## config.mk

```make
export PLATFORM = sky130hd
export DESIGN_NAME = mulu_x2y2_acc
export DESIGN_NICKNAME = d
export VERILOG_FILES = /design/src/rtl/mulu_x2y2_acc.sv
export SDC_FILE = /design/constraint.sdc
export NUM_CORES = 1
export LEC_CHECK = 0
export ABC_AREA = 1
export BUFFER_PORTS_ARGS = -buffer_cell sky130_fd_sc_hd__buf_4
export CAP_MARGIN = 20
export CORE_ASPECT_RATIO = 0.6
export CORE_MARGIN = 3
export CORE_UTILIZATION = 60
export DETAILED_ROUTE_END_ITERATION = 10
export GPL_TIMING_DRIVEN = 0
export PLACE_DENSITY = 0.95
export SKIP_CTS_REPAIR_TIMING = 1
export SYNTH_ARGS = -nofsm -noshare
export SYNTH_HDL_FRONTEND = slang
export SYNTH_SLANG_ARGS = --single-unit
```

## constraint.sdc

```tcl
create_clock -name clk -period 2.8 [get_ports clk]
set_input_delay 0.14 -clock clk [delete_from_list [all_inputs] [get_ports clk]]
set_output_delay 0.14 -clock clk [all_outputs]
set_load 0.03 [all_outputs]
```

## src/rtl/mulu_x2y2_acc.sv

```systemverilog
// Running-sum accumulator for the 2x2 multiplier product, with a snapshot that is
// streamed out least significant nibble first over a valid/ready handshake.
module mulu_x2y2_acc #(
    parameter int P_WIDTH   = 4,
    parameter int ACC_WIDTH = 8,
    parameter bit SATURATE  = 1'b1
) (
    input  logic               clk,
    input  logic               reset,
    input  logic [P_WIDTH-1:0] p_in,
    input  logic               p_valid,
    input  logic               acc_clr,
    input  logic               dump,
    output logic [3:0]         out_nib,
    output logic               out_valid,
    input  logic               out_ready,
    output logic               out_last,
    output logic               busy,
    output logic               ovf,
    output logic [3:0]         cnt
);

    localparam int NBEATS = ACC_WIDTH / 4;
    localparam int IDX_W  = $clog2(NBEATS);

    typedef enum logic {
        ST_ACC,
        ST_DUMP
    } state_t;

    state_t                 r_state;
    logic [ACC_WIDTH-1:0]   r_acc;
    logic [ACC_WIDTH-1:0]   r_snap;
    logic [IDX_W-1:0]       r_idx;
    logic                   r_ovf;
    logic [3:0]             r_cnt;
    logic [3:0]             r_nib;
    logic                   r_valid;
    logic                   r_last;

    logic [ACC_WIDTH:0]     w_sum;
    logic [ACC_WIDTH-1:0]   w_acc_nxt;
    logic                   w_ovf_nxt;
    logic [3:0]             w_cnt_nxt;
    logic [IDX_W-1:0]       w_idx_inc;
    logic [3:0]             w_nib_next;

    assign w_sum      = {1'b0, r_acc} + (ACC_WIDTH+1)'(p_in);
    assign w_idx_inc  = r_idx + IDX_W'(1);
    assign w_nib_next = r_snap[{w_idx_inc, 2'b00} +: 4];

    // Next live-accumulator value; the snapshot captures this so a same-cycle
    // sample or clear is reflected in the dumped value.
    always_comb begin
        w_acc_nxt = r_acc;
        w_ovf_nxt = r_ovf;
        w_cnt_nxt = r_cnt;
        if (acc_clr) begin
            w_acc_nxt = '0;
            w_ovf_nxt = 1'b0;
            w_cnt_nxt = 4'd0;
        end else if (p_valid) begin
            if (w_sum[ACC_WIDTH]) begin
                w_ovf_nxt = 1'b1;
                w_acc_nxt = SATURATE ? '1 : w_sum[ACC_WIDTH-1:0];
            end else begin
                w_acc_nxt = w_sum[ACC_WIDTH-1:0];
            end
            if (r_cnt != 4'hF) w_cnt_nxt = r_cnt + 4'd1;
        end
    end

    // NOTE: all state updates use non-blocking assignments so every register
    // samples the pre-edge values regardless of statement order.
    always_ff @(posedge clk or negedge reset) begin
        if (!reset) begin
            r_state <= ST_ACC;
            r_acc   <= '0;
            r_snap  <= '0;
            r_idx   <= '0;
            r_ovf   <= 1'b0;
            r_cnt   <= 4'd0;
            r_nib   <= 4'd0;
            r_valid <= 1'b0;
            r_last  <= 1'b0;
        end else begin
            r_acc <= w_acc_nxt;
            r_ovf <= w_ovf_nxt;
            r_cnt <= w_cnt_nxt;
            case (r_state)
                ST_ACC: begin
                    if (dump) begin
                        r_snap  <= w_acc_nxt;
                        r_idx   <= '0;
                        r_nib   <= w_acc_nxt[3:0];
                        r_valid <= 1'b1;
                        r_last  <= 1'b0;
                        r_state <= ST_DUMP;
                    end
                end
                ST_DUMP: begin
                    // Output regs only advance on a handshake, so a stalled beat holds.
                    if (out_ready) begin
                        if (r_last) begin
                            r_nib   <= 4'd0;
                            r_valid <= 1'b0;
                            r_last  <= 1'b0;
                            r_state <= ST_ACC;
                        end else begin
                            r_idx  <= w_idx_inc;
                            r_nib  <= w_nib_next;
                            r_last <= (w_idx_inc == IDX_W'(NBEATS - 1));
                        end
                    end
                end
            endcase
        end
    end

    assign out_nib   = r_nib;
    assign out_valid = r_valid;
    assign out_last  = r_last;
    assign busy      = (r_state == ST_DUMP);
    assign ovf       = r_ovf;
    assign cnt       = r_cnt;

endmodule

```

### Word-level counts from Yosys, hierarchy flattened

Cells that the tools add are included.

| cells by class | value |
|---|---|
| equal/unequal tests | 5 |
| multiplexer cells | 28 |
| shift-type cells | 1 |
| add/sub/neg operators | 3 |
| bitwise gates (word level) | 1 |
| reduce and logical (&&, ||, !) cells | 9 |

Operator list:

| operator | count |
|---|---|
| 4-bit two-way mux | 6 |
| 8-bit two-way mux | 3 |
| 1-bit two-way mux | 14 |
| 8-bit by 4-bit adder with 9-bit output | 1 |
| 1-bit one-hot mux with 2 select lines | 4 |
| 4-bit one-hot mux with 2 select lines | 1 |
| 2-bit AND reduction | 4 |
| 8-bit by 4-bit indexed part select with 4-bit output | 1 |
| 2-bit != test, second input constant | 3 |
| 3-bit AND reduction | 2 |
| 2-bit nonzero test | 3 |
| 4-bit by 1-bit adder with 4-bit output, second input constant | 1 |
| 4-bit != test, second input constant | 1 |
| 2-bit by 1-bit != test with 1-bit output, second input constant | 1 |
| 1-bit adder, second input constant | 1 |
| 1-bit NOT | 1 |

| storage, ports and cells | value |
|---|---|
| register bits | 29 |

### Logic depth before layout (Yosys ltp)

| logic depth | value |
|---|---|
| word-level depth | 6 |
| gate-level depth with buffers | 11 |

### Worst setup path after synthesis

OpenSTA, ideal clock, no wires.

| timing path | value |
|---|---|
| path type | register to register |
| start | reg r_acc[0] |
| end | reg r_nib[3] (netlist: out_nib[3]) |
| path slack | 1.138 ns |
| stages on the path, launching flop included | 11 |
| data required time | 2.683 ns |
| setup time | 0.117 ns |
| data arrival time | 1.545 ns |
| path through | dfrtp_1 > ha_1 > fa_1 > nand3_1 > nand2_1 > nand2_1 > nand4_1 > nand3_1 > nand2_1 > nand2_1 > nand2_1 |

| between the ends | value |
|---|---|
| longest elaborated chain between the ends | 6 |

RTL lines:

| item | RTL line | source |
|---|---|---|
| start: declaration | 32 | `logic [ACC_WIDTH-1:0] r_acc;` |
| start signal: assignment | 87 | `r_acc <= w_acc_nxt;` |
| 8-bit by 4-bit adder with 9-bit output | 48 | `assign w_sum = {1'b0, r_acc} + (ACC_WIDTH+1)'(p_in);` |
| 8-bit two-way mux | 63 | `if (w_sum[ACC_WIDTH]) begin` |
| 8-bit two-way mux | 62 | `end else if (p_valid) begin` |
| 8-bit two-way mux | 58 | `if (acc_clr) begin` |
| 4-bit two-way mux | 92 | `if (dump) begin` |
| 4-bit one-hot mux with 2 select lines | 90 | `case (r_state)` |
| end signal: assignment | 95 | `r_nib <= w_acc_nxt[3:0];` |
| end signal: assignment | 111 | `r_nib <= w_nib_next;` |
| end: declaration | 37 | `logic [3:0] r_nib;` |

Every way passes these cells. The select of a mux whose other input is x is not followed.
A chain may end at the register's enable or synchronous reset.

### Worst setup path in the final report

| timing path | value |
|---|---|
| start | reg r_acc[0] |
| end | reg r_snap[5] |

| between the ends | value |
|---|---|
| longest elaborated chain between the ends | 4 |

RTL lines:

| item | RTL line | source |
|---|---|---|
| 8-bit by 4-bit adder with 9-bit output | 48 |  |
| 8-bit two-way mux | 63 |  |
| 8-bit two-way mux | 62 |  |
| 8-bit two-way mux | 58 |  |
| end signal: assignment | 93 | `r_snap <= w_acc_nxt;` |
| end: declaration | 33 | `logic [ACC_WIDTH-1:0] r_snap;` |

Every way passes these cells.

==> qor.csv <==
stage,metric,value,unit
status,status,finished clean,
sta,worst_slack,0.841,ns
layout,syn2layout_area_growth,18.0,%
sta,slew_viol_final,0,
worst_setup_path,critPathMaxStageDelay,0.42,ns
floorplanning,die_area,0.00323,mm²
global_route,grt_pass1_vias,1431,
pwr,p_seq_frac,0.393,
yosys,synth_common_cells,"nand2_1, dfrtp_1, inv_1",
hold_path,hp-class,in -> reg,
global_route,grt-ovfl-total,0,
pwr,swShare,0.401,
cts,clk_pin_slew,0.06,ns
yosys,synthSimpleGateAreaFrac,0.268,
yosys,async_flop_share,1.00,
yosys,synth.top_cell.area_share,0.471,
drt,drt_pre_antenna_iters,5,
sta,timing_hold_violations_final,0,
yosys,seq_area_frac_synth,0.471,
flow_run,cap_violations,0,
worst_setup_path,worstPathRequired,2.96,ns
sta,slew_headroom,0.740,
yosys,synth.most_common_cell,nand2_1,
placed_design,gp_congestion,0.910,
sta,period_share,0.700,
floorplanning,rows,13,
yosys,synth-xor-area-share,0.0171,
pwr,power.total,1.50,mW
layout,diodes,0,
layout,num-nets-final,233,
cts,cts-root-buf,clkbuf_8,
sta,worstMarginPinSlew,0.389,ns
global_route,grt_pass1_wl,6530,µm
pwr,power_switching,0.600,mW
worst_setup_path,slowest_stage,fa_1,
yosys,synth_mux_area_frac,0.0130,
worst_setup_path,critPathMostFrequentCell,nand3_1,
drt,drc,0,
yosys,synth_fa_ha_area_frac,0.0536,
worst_setup_path,cp-end-kind,flip-flop,
pwr,ir_drop,463,µV
placed_design,place_hpwl,2810,µm
yosys,synthesis.area,0.00154,mm²
yosys,netlist_instances,190,
drt,routed_wl,4030,µm
cts,cts-buffers-inserted,5,
worst_setup_path,path_max_fanout,10,
cts,worstSkewPairLatency,0.28,ns
drt,ant_nets,0,
yosys,synthTopCellsByArea,"dfrtp_1, nand2_1, nand3_1, inv_1, nor2_1",
pwr,p_int,0.897,mW
drt,drt_iter0_drc,178,
pwr,leakagePower,0.958,nW
yosys,synth_top_family_by_area,simple AND/OR/NAND/NOR gates,
sta,fmaxAchievable,510,MHz
yosys,ys_types,28,
sta,skew,0.00543,ns
sta,tns,0,ns
sta,layout_min_cycle_time,1.96,ns
worst_setup_path,path_cells,ha_1 -> fa_1 -> nand3_1 -> nand2_1 -> nand3_4 -> nand3_1 -> nand3_1 -> o21ai_0,
yosys,ys.flop_type,dfrtp_1,
drt,drt-wirelength-per-cell,16.3,µm
yosys,synth_seq_cells,29,
yosys,synth_edf_count,0,
placed_design,post-place-ws,0.932,ns
global_route,antenna_found_initial,0,
pwr,pwr-share-comb,0.375,
yosys,synth_compound_area_frac,0.106,
cts,cts_tree,done,
floorplanning,initial_utilization,0.672,
drt,vias,1460,
floorplanning,die_h,45.2,µm
worst_setup_path,arrival,2.12,ns
global_route,grtUsageTotal,0.275,
cts,clk_path_buf_depth,2,
worst_setup_path,worst_setup_path_start_kind,flip-flop,
sta,rsz0062_at_grt,no,
placed_design,portBuffers,19,
drt,vias_per_cell,5.91,
floorplanning,io_pins,22,
sta,setup_viol,0,
layout,drive_gt1_frac,0.161,
yosys,syn-num-nets,206,
placed_design,dpl-instance-area,0.00172,mm²
cts,clock-sinks,29,
yosys,yosysWarningCount,0,
floorplanning,die_x,71.4,µm
pwr,clockPowerShare,0.232,
yosys,yosysTopAreaCell,dfrtp_1,
floorplanning,core_area,0.00229,mm²
global_route,grt_max_degree,30,
pwr,power_density,824,mW/mm²
yosys,syn_area_per_cell,8.11,µm²
layout,design_area,0.00182,mm²
cts,htree_levels,2,
worst_setup_path,worstSetupPathType,reg -> reg,
sequential cells by signal, indices dropped and copies added (netlist names):
signal	cells
busy	1
cnt	4
out_last	1
out_nib	4
out_valid	1
ovf	1
r_acc	8
r_idx	1
r_snap	8
metrics by stage:
step | hold slack (ns) | std cells | utilization
2_1_floorplan | -0.156 | 190 | -
3_3_place_gp | 0.0749 | 239 | 0.750
3_5_place_dp | 0.0823 | 239 | 0.750
4_1_cts | -0.219 | 246 | 0.788
5_1_grt | 0.191 | 247 | 0.792
6_report | 0.169 | 247 | 0.792
final cells by class:
type	count	area, µm²
plain buffers	4	20.0
clock buffers	7	86.3
fillers	156	477
inverters	24	90.1
multi-input cells	133	704
flip-flops and latches	29	726
well taps	30	37.5
repair buffers	20	153
path summary, 6_finish.rpt:
| path | from | end | slack [ns] | cells past startpoint |
|---|---|---|---|---|
| worst max-delay path | r_acc[0] | r_snap[5] | 0.84 | 8 |
| worst min-delay path | out_ready | r_idx | 0.17 | 3 |
| worst max register to register | r_acc[0] | r_snap[5] | 0.84 | 8 |
| worst min register to register | out_nib[3] | out_nib[3] | 0.50 | 2 |
| max in group asynchronous | reset | ovf | 2.19 | 2 |
| min in group asynchronous | reset | r_acc[1] | 0.32 | 2 |
placed cells by master, fill, tap and decap left out, types with 2 or more instances in the layout:
cell type,n
nand2_1,51
dfrtp_1,29
inv_1,22
buf_4,19
nor2_1,18
nand3_1,18
a21oi_1,10
o21ai_0,10
clkbuf_8,6
ha_1,5
buf_2,3
a31oi_1,3
xor2_1,2
mux2i_1,2
nand4_1,2
power groups by stage:
stage | Clock, mW | Sequential, mW | Combinational, mW
floorplan | 0 | 0.681 | 0.260
global placement | 0 | 0.583 | 0.518
detailed placement | 0 | 0.591 | 0.543
CTS | 0.349 | 0.585 | 0.554
global route | 0.366 | 0.598 | 0.612
finish | 0.347 | 0.589 | 0.561
worst max-delay path: cells and delay by family, from the launching register on:
family	cells	cell delay (ns)
flops	1	0.38
compound gates	1	0.10
fa+ha+maj	2	0.67
simple gates	5	0.67
metal layers:
metal,track usage,wire [µm],up-vias
met3,0.0889,477,17
met5,0,0,-
met4,0.139,127,0
met2,0.427,1880,85
met1,0.353,1550,689
li1,-,-,669
cells by family (layout without fill, tap and decap cells):
family	Yosys count	in the layout
buffers and inverters	28	55
XOR/XNOR	3	3
flip-flops	29	29
multiplexers	2	2
AO/OA/AOI/OAI	28	28
adder cells (fa/ha/maj)	6	6
AND/OR/NAND/NOR	94	94
Power figures use the tool's default switching activity.
